===== src/rtl/uart_tx_fifo.sv =====
// UART transmitter with a circular transmit FIFO; frames go out LSB-first on an idle-high line.
// Optional parity generation is compiled in only when UART_TX_PARITY_EN is defined.
module uart_tx_fifo #(
    parameter int DATA_BITS       = 8,
    parameter int STOP_BITS       = 1,
    parameter int PARITY          = 0,
    parameter int TIMER_BITS      = 32,
    parameter int CLOCKS_PER_BAUD = 868,
    parameter int LGFIFO          = 3
) (
    input  logic              clk,
    input  logic              i_reset,
    input  logic              i_valid,
    input  logic [7:0]        i_data,
    output logic              o_ready,
    output logic              o_busy,
    output logic [LGFIFO:0]   o_fill,
    output logic              uart_rxd_out
);

    localparam int                     DEPTH       = 1 << LGFIFO;
    localparam logic [TIMER_BITS-1:0]  BAUD_RELOAD = TIMER_BITS'(CLOCKS_PER_BAUD - 1);
    localparam logic [TIMER_BITS-1:0]  TIMER_ONE   = TIMER_BITS'(1);
    localparam logic [TIMER_BITS-1:0]  TIMER_ZERO  = TIMER_BITS'(0);
    localparam logic [LGFIFO:0]        PTR_ONE     = (LGFIFO + 1)'(1);
    localparam logic [LGFIFO:0]        PTR_ZERO    = (LGFIFO + 1)'(0);
    localparam logic [LGFIFO:0]        PTR_MSB     = {1'b1, {LGFIFO{1'b0}}};
    localparam logic [3:0]             LAST_DATA   = 4'(DATA_BITS - 1);
    localparam logic [3:0]             LAST_STOP   = 4'(STOP_BITS - 1);

    typedef enum logic [2:0] {
        S_IDLE   = 3'd0,
        S_START  = 3'd1,
        S_DATA   = 3'd2,
        S_PARITY = 3'd3,
        S_STOP   = 3'd4
    } state_t;

`ifdef UART_TX_PARITY_EN
    function automatic logic parity_of(input logic [DATA_BITS-1:0] data);
        parity_of = (^data) ^ (PARITY == 1);
    endfunction
`endif

    logic [DATA_BITS-1:0]  mem_q [DEPTH];
    logic [LGFIFO:0]       wr_ptr_q, wr_ptr_d, rd_ptr_q, rd_ptr_d, fill_q, fill_d;
    logic                  full_s, empty_s, push_s, pop_s, bit_end_s, frame_end_s;
    logic [DATA_BITS-1:0]  head_s;
    state_t                state_q;
    logic [TIMER_BITS-1:0] baud_q;
    logic [3:0]            bit_cnt_q;
    logic [DATA_BITS-1:0]  shift_q;
    logic                  line_q, busy_q, parity_q;
    logic                  unused_s;

    // Upper data bits (for narrow characters) and PARITY (when compiled out) are intentionally dropped.
    assign unused_s = ^{i_data, 32'(PARITY)};

    assign full_s      = (wr_ptr_q ^ rd_ptr_q) == PTR_MSB;
    assign empty_s     = wr_ptr_q == rd_ptr_q;
    assign push_s      = i_valid && !full_s && !i_reset;
    assign bit_end_s   = baud_q == TIMER_ZERO;
    assign frame_end_s = (state_q == S_STOP) && bit_end_s && (bit_cnt_q == LAST_STOP);
    assign pop_s       = !empty_s && !i_reset && ((state_q == S_IDLE) || frame_end_s);
    assign head_s      = mem_q[rd_ptr_q[LGFIFO-1:0]];

    assign o_ready      = !full_s;
    assign o_busy       = busy_q;
    assign o_fill       = fill_q;
    assign uart_rxd_out = line_q;

    // FIFO pointer and occupancy next-state.
    always_comb begin
        wr_ptr_d = wr_ptr_q;
        rd_ptr_d = rd_ptr_q;
        fill_d   = fill_q;
        if (push_s) begin
            wr_ptr_d = wr_ptr_q + PTR_ONE;
        end else begin
            wr_ptr_d = wr_ptr_q;
        end
        if (pop_s) begin
            rd_ptr_d = rd_ptr_q + PTR_ONE;
        end else begin
            rd_ptr_d = rd_ptr_q;
        end
        case ({push_s, pop_s})
            2'b10:   fill_d = fill_q + PTR_ONE;
            2'b01:   fill_d = fill_q - PTR_ONE;
            default: fill_d = fill_q;
        endcase
    end

    // FIFO pointer and occupancy registers.
    always_ff @(posedge clk) begin
        if (i_reset) begin
            wr_ptr_q <= PTR_ZERO;
            rd_ptr_q <= PTR_ZERO;
            fill_q   <= PTR_ZERO;
        end else begin
            wr_ptr_q <= wr_ptr_d;
            rd_ptr_q <= rd_ptr_d;
            fill_q   <= fill_d;
        end
    end

    // FIFO storage; contents need no reset since the pointers define validity.
    always_ff @(posedge clk) begin
        if (push_s) begin
            mem_q[wr_ptr_q[LGFIFO-1:0]] <= i_data[DATA_BITS-1:0];
        end
    end

    // Transmit FSM; line and busy are registered alongside the state.
    always_ff @(posedge clk) begin
        if (i_reset) begin
            state_q   <= S_IDLE;
            line_q    <= 1'b1;
            busy_q    <= 1'b0;
            baud_q    <= TIMER_ZERO;
            bit_cnt_q <= 4'd0;
            shift_q   <= {DATA_BITS{1'b0}};
            parity_q  <= 1'b0;
        end else if (state_q == S_IDLE) begin
            if (pop_s) begin
                shift_q   <= head_s;
                baud_q    <= BAUD_RELOAD;
                bit_cnt_q <= 4'd0;
                line_q    <= 1'b0;
                busy_q    <= 1'b1;
                state_q   <= S_START;
`ifdef UART_TX_PARITY_EN
                parity_q  <= parity_of(head_s);
`endif
            end else begin
                line_q <= 1'b1;
                busy_q <= 1'b0;
            end
        end else if (!bit_end_s) begin
            baud_q <= baud_q - TIMER_ONE;
        end else begin
            baud_q <= BAUD_RELOAD;
            case (state_q)
                S_START: begin
                    state_q   <= S_DATA;
                    line_q    <= shift_q[0];
                    shift_q   <= {1'b0, shift_q[DATA_BITS-1:1]};
                    bit_cnt_q <= 4'd0;
                end
                S_DATA: begin
                    if (bit_cnt_q != LAST_DATA) begin
                        line_q    <= shift_q[0];
                        shift_q   <= {1'b0, shift_q[DATA_BITS-1:1]};
                        bit_cnt_q <= bit_cnt_q + 4'd1;
                    end else begin
                        bit_cnt_q <= 4'd0;
`ifdef UART_TX_PARITY_EN
                        if (PARITY != 0) begin
                            state_q <= S_PARITY;
                            line_q  <= parity_q;
                        end else begin
                            state_q <= S_STOP;
                            line_q  <= 1'b1;
                        end
`else
                        state_q <= S_STOP;
                        line_q  <= 1'b1;
`endif
                    end
                end
                S_PARITY: begin
                    state_q   <= S_STOP;
                    line_q    <= 1'b1;
                    bit_cnt_q <= 4'd0;
                end
                S_STOP: begin
                    if (bit_cnt_q != LAST_STOP) begin
                        bit_cnt_q <= bit_cnt_q + 4'd1;
                    end else if (pop_s) begin
                        // Next character starts immediately, with no idle gap.
                        shift_q   <= head_s;
                        bit_cnt_q <= 4'd0;
                        line_q    <= 1'b0;
                        state_q   <= S_START;
`ifdef UART_TX_PARITY_EN
                        parity_q  <= parity_of(head_s);
`endif
                    end else begin
                        state_q <= S_IDLE;
                        line_q  <= 1'b1;
                        busy_q  <= 1'b0;
                    end
                end
                default: begin
                    state_q <= S_IDLE;
                    line_q  <= 1'b1;
                    busy_q  <= 1'b0;
                end
            endcase
        end
    end

endmodule


===== config.mk =====
export PLATFORM = sky130hd
export DESIGN_NAME = uart_tx_fifo
export DESIGN_NICKNAME = d
export VERILOG_FILES = /design/src/rtl/uart_tx_fifo.sv
export SDC_FILE = /design/constraint.sdc
export NUM_CORES = 1
export LEC_CHECK = 0
export CAP_MARGIN = 0
export CORE_UTILIZATION = 60
export CTS_BUF_LIST = sky130_fd_sc_hd__clkbuf_4 sky130_fd_sc_hd__clkbuf_8
export DETAILED_ROUTE_END_ITERATION = 16
export PLACE_DENSITY = 0.81
export SLEW_MARGIN = 30
export SYNTH_ARGS = -nofsm -noshare
export SYNTH_HDL_FRONTEND = slang
export SYNTH_SLANG_ARGS = --single-unit

===== constraint.sdc =====
create_clock -name clk -period 4.8 [get_ports clk]
set_input_delay 1.2 -clock clk [delete_from_list [all_inputs] [get_ports clk]]
set_output_delay 1.2 -clock clk [all_outputs]
set_load 0.005 [all_outputs]

==> impl_metrics.yaml, run 1 <==
drt:
  met2WireLength_mm: 6.84
  wl_met1_mm: 5.43
  dr.max_layer_used: "met4"
  wl_met3_um: 766
  ant_nets: 0
  drt_iter0_drc: 248
  drt_pre_antenna_iters: 5
  wl_mm: 13.3
  num_vias: 4607
  drc: 0
  post_drt_via_cell_ratio: 6.39
  routedWlPerCell_um: 18.4
power:
  power_frac_seq_pct: 33.9
  clockPowerShare_pct: 21.0
  power_leakage_nw: 2.35
  power.switching_mw: 1.92
  ir_worst_vdd_v: 0.000408
  p_sw_share_pct: 43.4
  internal_power_mw: 2.50
  combinationalPowerShare_pct: 45.1
  power_density_nw_per_um2: 649
clocking:
  cts-resized-gates: 0
  cts-htree-levels: 4
  post-cts-setup-buffer-count: 0
  clock-sinks: 128
  cts_tree: "yes"
  ctsHoldBuffers: 0
  insertion_delay_ns: 0.45
  cts_buffer_depth: 2
  clkTransAtPathRegs_ns: 0.08
  cts_root_buf: "clkbuf_8"
  cts_buffers: 17
layout:
  fillers: 732
  diodes: 0
  final_util_pct: 69.3
  regArea_sq_um: 3200
  drive_gt1_share_pct: 13.8
  syn_to_final_growth_pct: 11.4
  final_cells: 721
  nNetsFinal: 594
  multi_input_area_sq_um: 2700
placement:
  pre_cts_slack_ns: 1.03
  dp_hpwl_mm: 8.79
  place_inst: 689
  gp_congestion: 0.827
  io_buffers: 17
grt:
  grt_max_degree: 51
  antenna_found_initial: 0
  grt_pass1_wl_mm: 21.6
  gr-total-overflow: 0
  grt_pass1_vias: 4511
  grtUsageTotal_pct: 27.5
sta:
  skew_ns: 0.0112
  tightest_slew_ns: 0.928
  hold_viol: 0
  worst_slack_ns: 0.988
  rsz0062_at_grt: "false"
  slew_viol_final: 0
  tns_ns: 0
  whs_ns: 0.478
  fin_crit_ns: 3.81
  period_share_pct: 79.4
  timing.fmax_mhz: 262
  relSlewSlack_pct: 37.3
  finalSetupViolations: 0
yosys:
  synth_area_sq_um: 6110
  synth.distinct_cells: 65
  ys_top_cells_by_area: "edfxtp_1 31%, dfxtp_1 21%, mux4_2 5.9%, nand2_1 2.6%, mux2i_1 2.5%"
  syn_inst: 563
  synth_seq_area_share_pct: 52.4
  syn_area_per_cell_sq_um: 10.8
  yosysWarningCount: 0
  yosysTopAreaCellShare_pct: 31.5
  yosysTopAreaCell: "edfxtp_1"
  synth_common_cells: "64 x dfxtp_1, 64 x edfxtp_1, 42 x nand2_1"
  synth_seq_cells: 128
  synth_top_flop_cell: "edfxtp_1"
  synthArstFlopShare_pct: 0
  synth-edff-count: 64
  syn_nets: 582
setup_path:
  worstPathRequired_ns: 5.18
  arrival_ns: 4.20
  cp_max_fo: 7
  critPathKind: "reg2reg"
  critPathLaunchType: "flop"
  critPathCaptureType: "flop"
hold_path:
  hold_class: "reg2reg"
floorplan:
  dieHeight_um: 103
  die_x_um: 103
  num_rows: 36
  start_util_pct: 62.2
  boundaryPins: 18
  dieArea_sq_um: 10600
  design.core.area_sq_um: 9820
outcome:
  status: "finished, final reports clean"
flow_run:
  cap_violations: 0
cells by family (layout without fill, tap and decap cells):
family,Yosys count,count (layout),share of synthesized area (%)
buf+inv,56,81,3.61
flops,128,128,52.4
compound gates,120,120,13.6
fa+ha+maj,8,8,1.64
mux,35,35,9.22
simple gates,203,203,17.6
xor+xnor,13,13,1.86
worst paths after layout:
path	slack, ns	start	to	cells after the start
max reg2reg	0.99	baud_q[0]$_SDFFE_PP0P_	o_fill[2]$_SDFFE_PP0P_	14
min	0.48	baud_q[16]$_SDFFE_PP0P_	baud_q[16]$_SDFFE_PP0P_	2
max	0.99	baud_q[0]$_SDFFE_PP0P_	o_fill[2]$_SDFFE_PP0P_	14
min reg2reg	0.48	baud_q[16]$_SDFFE_PP0P_	baud_q[16]$_SDFFE_PP0P_	2
critical path, cell delays in order, from the launching register on:
cell,delay (ns)
dfxtp_1,0.36
inv_1,0.07
ha_1,0.17
nor3b_1,0.56
nand3_1,0.31
or4_4,0.59
a21o_1,0.30
inv_1,0.13
ha_1,0.26
xor2_1,0.19
ha_1,0.16
a21oi_1,0.05
xor2_1,0.16
or3_1,0.30
a21oi_1,0.14
cells in the final DEF, fill, tap and decap left out, types with 9 or more instances in the layout:
master	netlist	layout
mux4_2	16	16
nand2_1	42	42
nor3_1	16	16
or4_1	9	9
buf_4	0	13
a31oi_1	19	19
nor4_1	12	11
inv_1	19	19
mux2i_1	15	15
edfxtp_1	64	64
nor2_1	35	34
dfxtp_1	64	63
nand3_1	25	25
nand4_1	14	14
a21oi_1	24	24
or3_1	12	12
o21ai_0	16	16
clkbuf_8	0	17
clkdlybuf4s50_1	0	16
layout make-up:
class	instances	share of cell area [%]
multi-input cells	379	39.7
flip-flops and latches	128	47.1
clock inverters	15	2.41
repair buffers	30	3.86
inverters	19	1.05
well taps	133	2.45
clock buffers	17	3.44
power by group through the flow:
stage | logic, mW | clock network, mW | registers, mW
6_report | 1.99 | 0.928 | 1.50
5_1_grt | 2.19 | 0.990 | 1.52
4_1_cts | 1.96 | 0.943 | 1.49
3_5_place_dp | 1.95 | 0 | 1.52
3_3_place_gp | 1.90 | 0 | 1.51
2_1_floorplan | 1.57 | 0 | 1.41
flip-flops by register name, summed over array words and instances, names as in the netlist, named ones only:
name	flops
uart_rxd_out	1
o_fill	4
mem_q	64
rd_ptr_q	4
baud_q	32
shift_q	8
bit_cnt_q	4
o_busy	1
wr_ptr_q	4
state_q	3
per-stage QoR:
step	area, sq um	power (mW)
6_report	6800	4.42
5_1_grt	6800	4.71
4_1_cts	6800	4.40
3_5_place_dp	6400	3.46
3_3_place_gp	6400	3.41
2_1_floorplan	6110	2.98
per-layer routing:
layer | vias to the layer above | GRT usage (%)
met3 | 29 | 7.39
met5 | - | 0
li1 | 2199 | -
met4 | 0 | 13.0
met2 | 168 | 46.7
met1 | 2211 | 32.7
(Power assumes the default switching activity.)
==> run 2: changes to the inputs <==
==> constraint.sdc (replaced) <==
create_clock -name clk -period 3.8 [get_ports clk]
set_input_delay 0.95 -clock clk [delete_from_list [all_inputs] [get_ports clk]]
set_output_delay 0.95 -clock clk [all_outputs]
set_load 0.005 [all_outputs]
==> run 2 against run 1 <==
Net effect: final area increased by 1.4%; wire length increased by 3.7%; register-to-register slack got worse by 0.75 ns; final cell count increased by 1.4%; largest power group unchanged; non-clock buffer count increased by 10; clock skew decreased by 0.0017 ns; sequential share of layout area decreased by 0.68 points; largest cell class unchanged; global-route usage increased by 0.91 points; flip-flop and latch count unchanged.
==> impl_metrics.yaml, run 2 (same netlist as run 1, synthesis figures left out) <==
hold_path:
  hold_class: "reg2reg"
  min_from: "baud_q[16]$_SDFFE_PP0P_"
  min_to: "baud_q[16]$_SDFFE_PP0P_"
  hold-path-cell-count: 2
power:
  power.switching_mw: 2.41
  internal_power_mw: 3.28
  combinationalPowerShare_pct: 46.8
  power_frac_seq_pct: 32.7
  power_leakage_nw: 2.39
  ir_worst_vdd_v: 0.000475
  p_sw_share_pct: 42.4
  clockPowerShare_pct: 20.5
  power_density_nw_per_um2: 825
placement:
  io_buffers: 17
  placed_area_sq_um: 6480
  dp_hpwl_mm: 8.99
  gp_congestion: 0.884
drt:
  routedWlPerCell_um: 18.9
  drt_iter0_drc: 324
  wl_mm: 13.8
  num_vias: 4639
  drc: 0
  ant_nets: 0
  post_drt_via_cell_ratio: 6.35
  drt_pre_antenna_iters: 5
layout:
  nNetsFinal: 604
  diodes: 0
  final_area_sq_um: 6900
  syn_to_final_growth_pct: 13.0
  largest_reg_flops: 64
  drive_gt1_share_pct: 15.9
  final_cell_mix: "64 x dfxtp_1, 64 x edfxtp_1, 42 x nand2_1"
sta:
  relSlewSlack_pct: 44.2
  tns_ns: 0
  finalSetupViolations: 0
  hold_viol: 0
  timing.fmax_mhz: 281
  period_share_pct: 93.7
  fin_crit_ns: 3.56
  rsz0062_at_grt: "false"
  skew_ns: 0.00953
  tightest_slew_ns: 0.833
  slew_viol_final: 0
floorplan:
  dieArea_sq_um: 10600
  die_x_um: 103
  design.core.area_sq_um: 9820
  num_rows: 36
  start_util_pct: 62.2
  dieHeight_um: 103
  boundaryPins: 18
grt:
  grt_pass1_vias: 4550
  gr-total-overflow: 0
  grt_pass1_wl_mm: 22.1
  antenna_found_initial: 0
  grtUsageTotal_pct: 28.4
  grt_max_degree: 51
setup_path:
  r2r_end: "o_fill[2]$_SDFFE_PP0P_"
  r2r-start: "baud_q[18]$_SDFFE_PP0P_"
  cp_max_fo: 7
  critPathCaptureType: "flop"
  reg2regPathDepth: 12
  arrival_ns: 3.94
  critPathBufInv: 1
  worstPathRequired_ns: 4.18
  critPathSlowestCell: "or4_4"
  path_cells: "or4_4 -> or4_1 -> or4_4 -> a21o_2 -> inv_1 -> ha_2 -> xor2_1 -> ha_1 -> a21oi_1 -> xor2_1 -> or3_1 -> a21oi_1"
  critPathKind: "reg2reg"
  critPathLaunchType: "flop"
  cp_top_family: "simple AND/OR/NAND/NOR gates"
  regToRegSetupSlack_ns: 0.24
  critical_path.max_stage_delay_ns: 0.56
clocking:
  cts-resized-gates: 0
  clock-sinks: 128
  cts-htree-levels: 4
  insertion_delay_ns: 0.45
  cts_buffers: 17
  cts_buffer_depth: 2
  post-cts-setup-buffer-count: 0
  cts_root_buf: "clkbuf_8"
  clkTransAtPathRegs_ns: 0.07
  ctsHoldBuffers: 0
  cts_tree: "yes"
outcome:
  status: "finished, final reports clean"
flow_run:
  cap_violations: 0
-- run 2: cell count changes in the layout (fill, tap and decap cells not counted), moves of 3 or more --
| cell | delta |
|---|---|
| buf_4 | +10 |
| clkinvlp_4 | +3 |
| inv_8 | -4 |
| inv_6 | -3 |
-- run 2: through the flow --
stage	std cells	hold slack, ns	setup slack, ns	power, mW	util [%]
4_1_cts	731	0.472	0.162	5.64	70.1
6_report	731	0.477	0.238	5.69	70.3
3_3_place_gp	699	0.448	0.267	4.39	66.0
5_1_grt	731	0.498	0.0210	6.04	70.3
3_5_place_dp	699	0.462	0.161	4.47	66.0
2_1_floorplan	563	0.430	0.140	3.76	-
-- run 2: final cells by class --
cell class / instances / area [sq um]
Sequential cell: 128 / 3200
Fill cell: 715 / 2920
Multi-Input combinational cell: 379 / 2720
Timing Repair Buffer: 40 / 338
Clock buffer: 18 / 241
Tap cell: 133 / 166
Clock inverter: 14 / 159
Inverter: 19 / 71.3
-- run 2: worst max path at each step --
stage          cells past startpoint                     end                     from
3_5_place_dp                      12  o_fill[2]$_SDFFE_PP0P_  baud_q[25]$_SDFFE_PP0P_
3_3_place_gp                      12  o_fill[2]$_SDFFE_PP0P_  baud_q[25]$_SDFFE_PP0P_
6_report                          12  o_fill[2]$_SDFFE_PP0P_  baud_q[18]$_SDFFE_PP0P_
2_1_floorplan                     15  o_fill[2]$_SDFFE_PP0P_  baud_q[18]$_SDFFE_PP0P_
5_1_grt                           12  o_fill[2]$_SDFFE_PP0P_  baud_q[18]$_SDFFE_PP0P_
4_1_cts                           12  o_fill[2]$_SDFFE_PP0P_  baud_q[25]$_SDFFE_PP0P_
-- run 2: per-layer routing --
layer	wire length (um)	global-route usage [%]	vias to the layer above
met4	293	13.9	0
met2	7030	48.2	176
li1	-	-	2210
met5	0	0	-
met3	833	7.73	29
met1	5640	33.6	2224
-- run 2: worst min-delay path, stage by stage (launching register included) --
cell	delay, ns
dfxtp_1	0.31
inv_1	0.04
o22ai_1	0.07
-- run 2: power groups by stage --
stage	Combinational, mW	Sequential [mW]	Clock, mW
6_report	2.67	1.86	1.16
5_1_grt	2.89	1.89	1.25
4_1_cts	2.61	1.85	1.18
3_5_place_dp	2.59	1.88	0
3_3_place_gp	2.52	1.87	0
2_1_floorplan	1.98	1.78	0
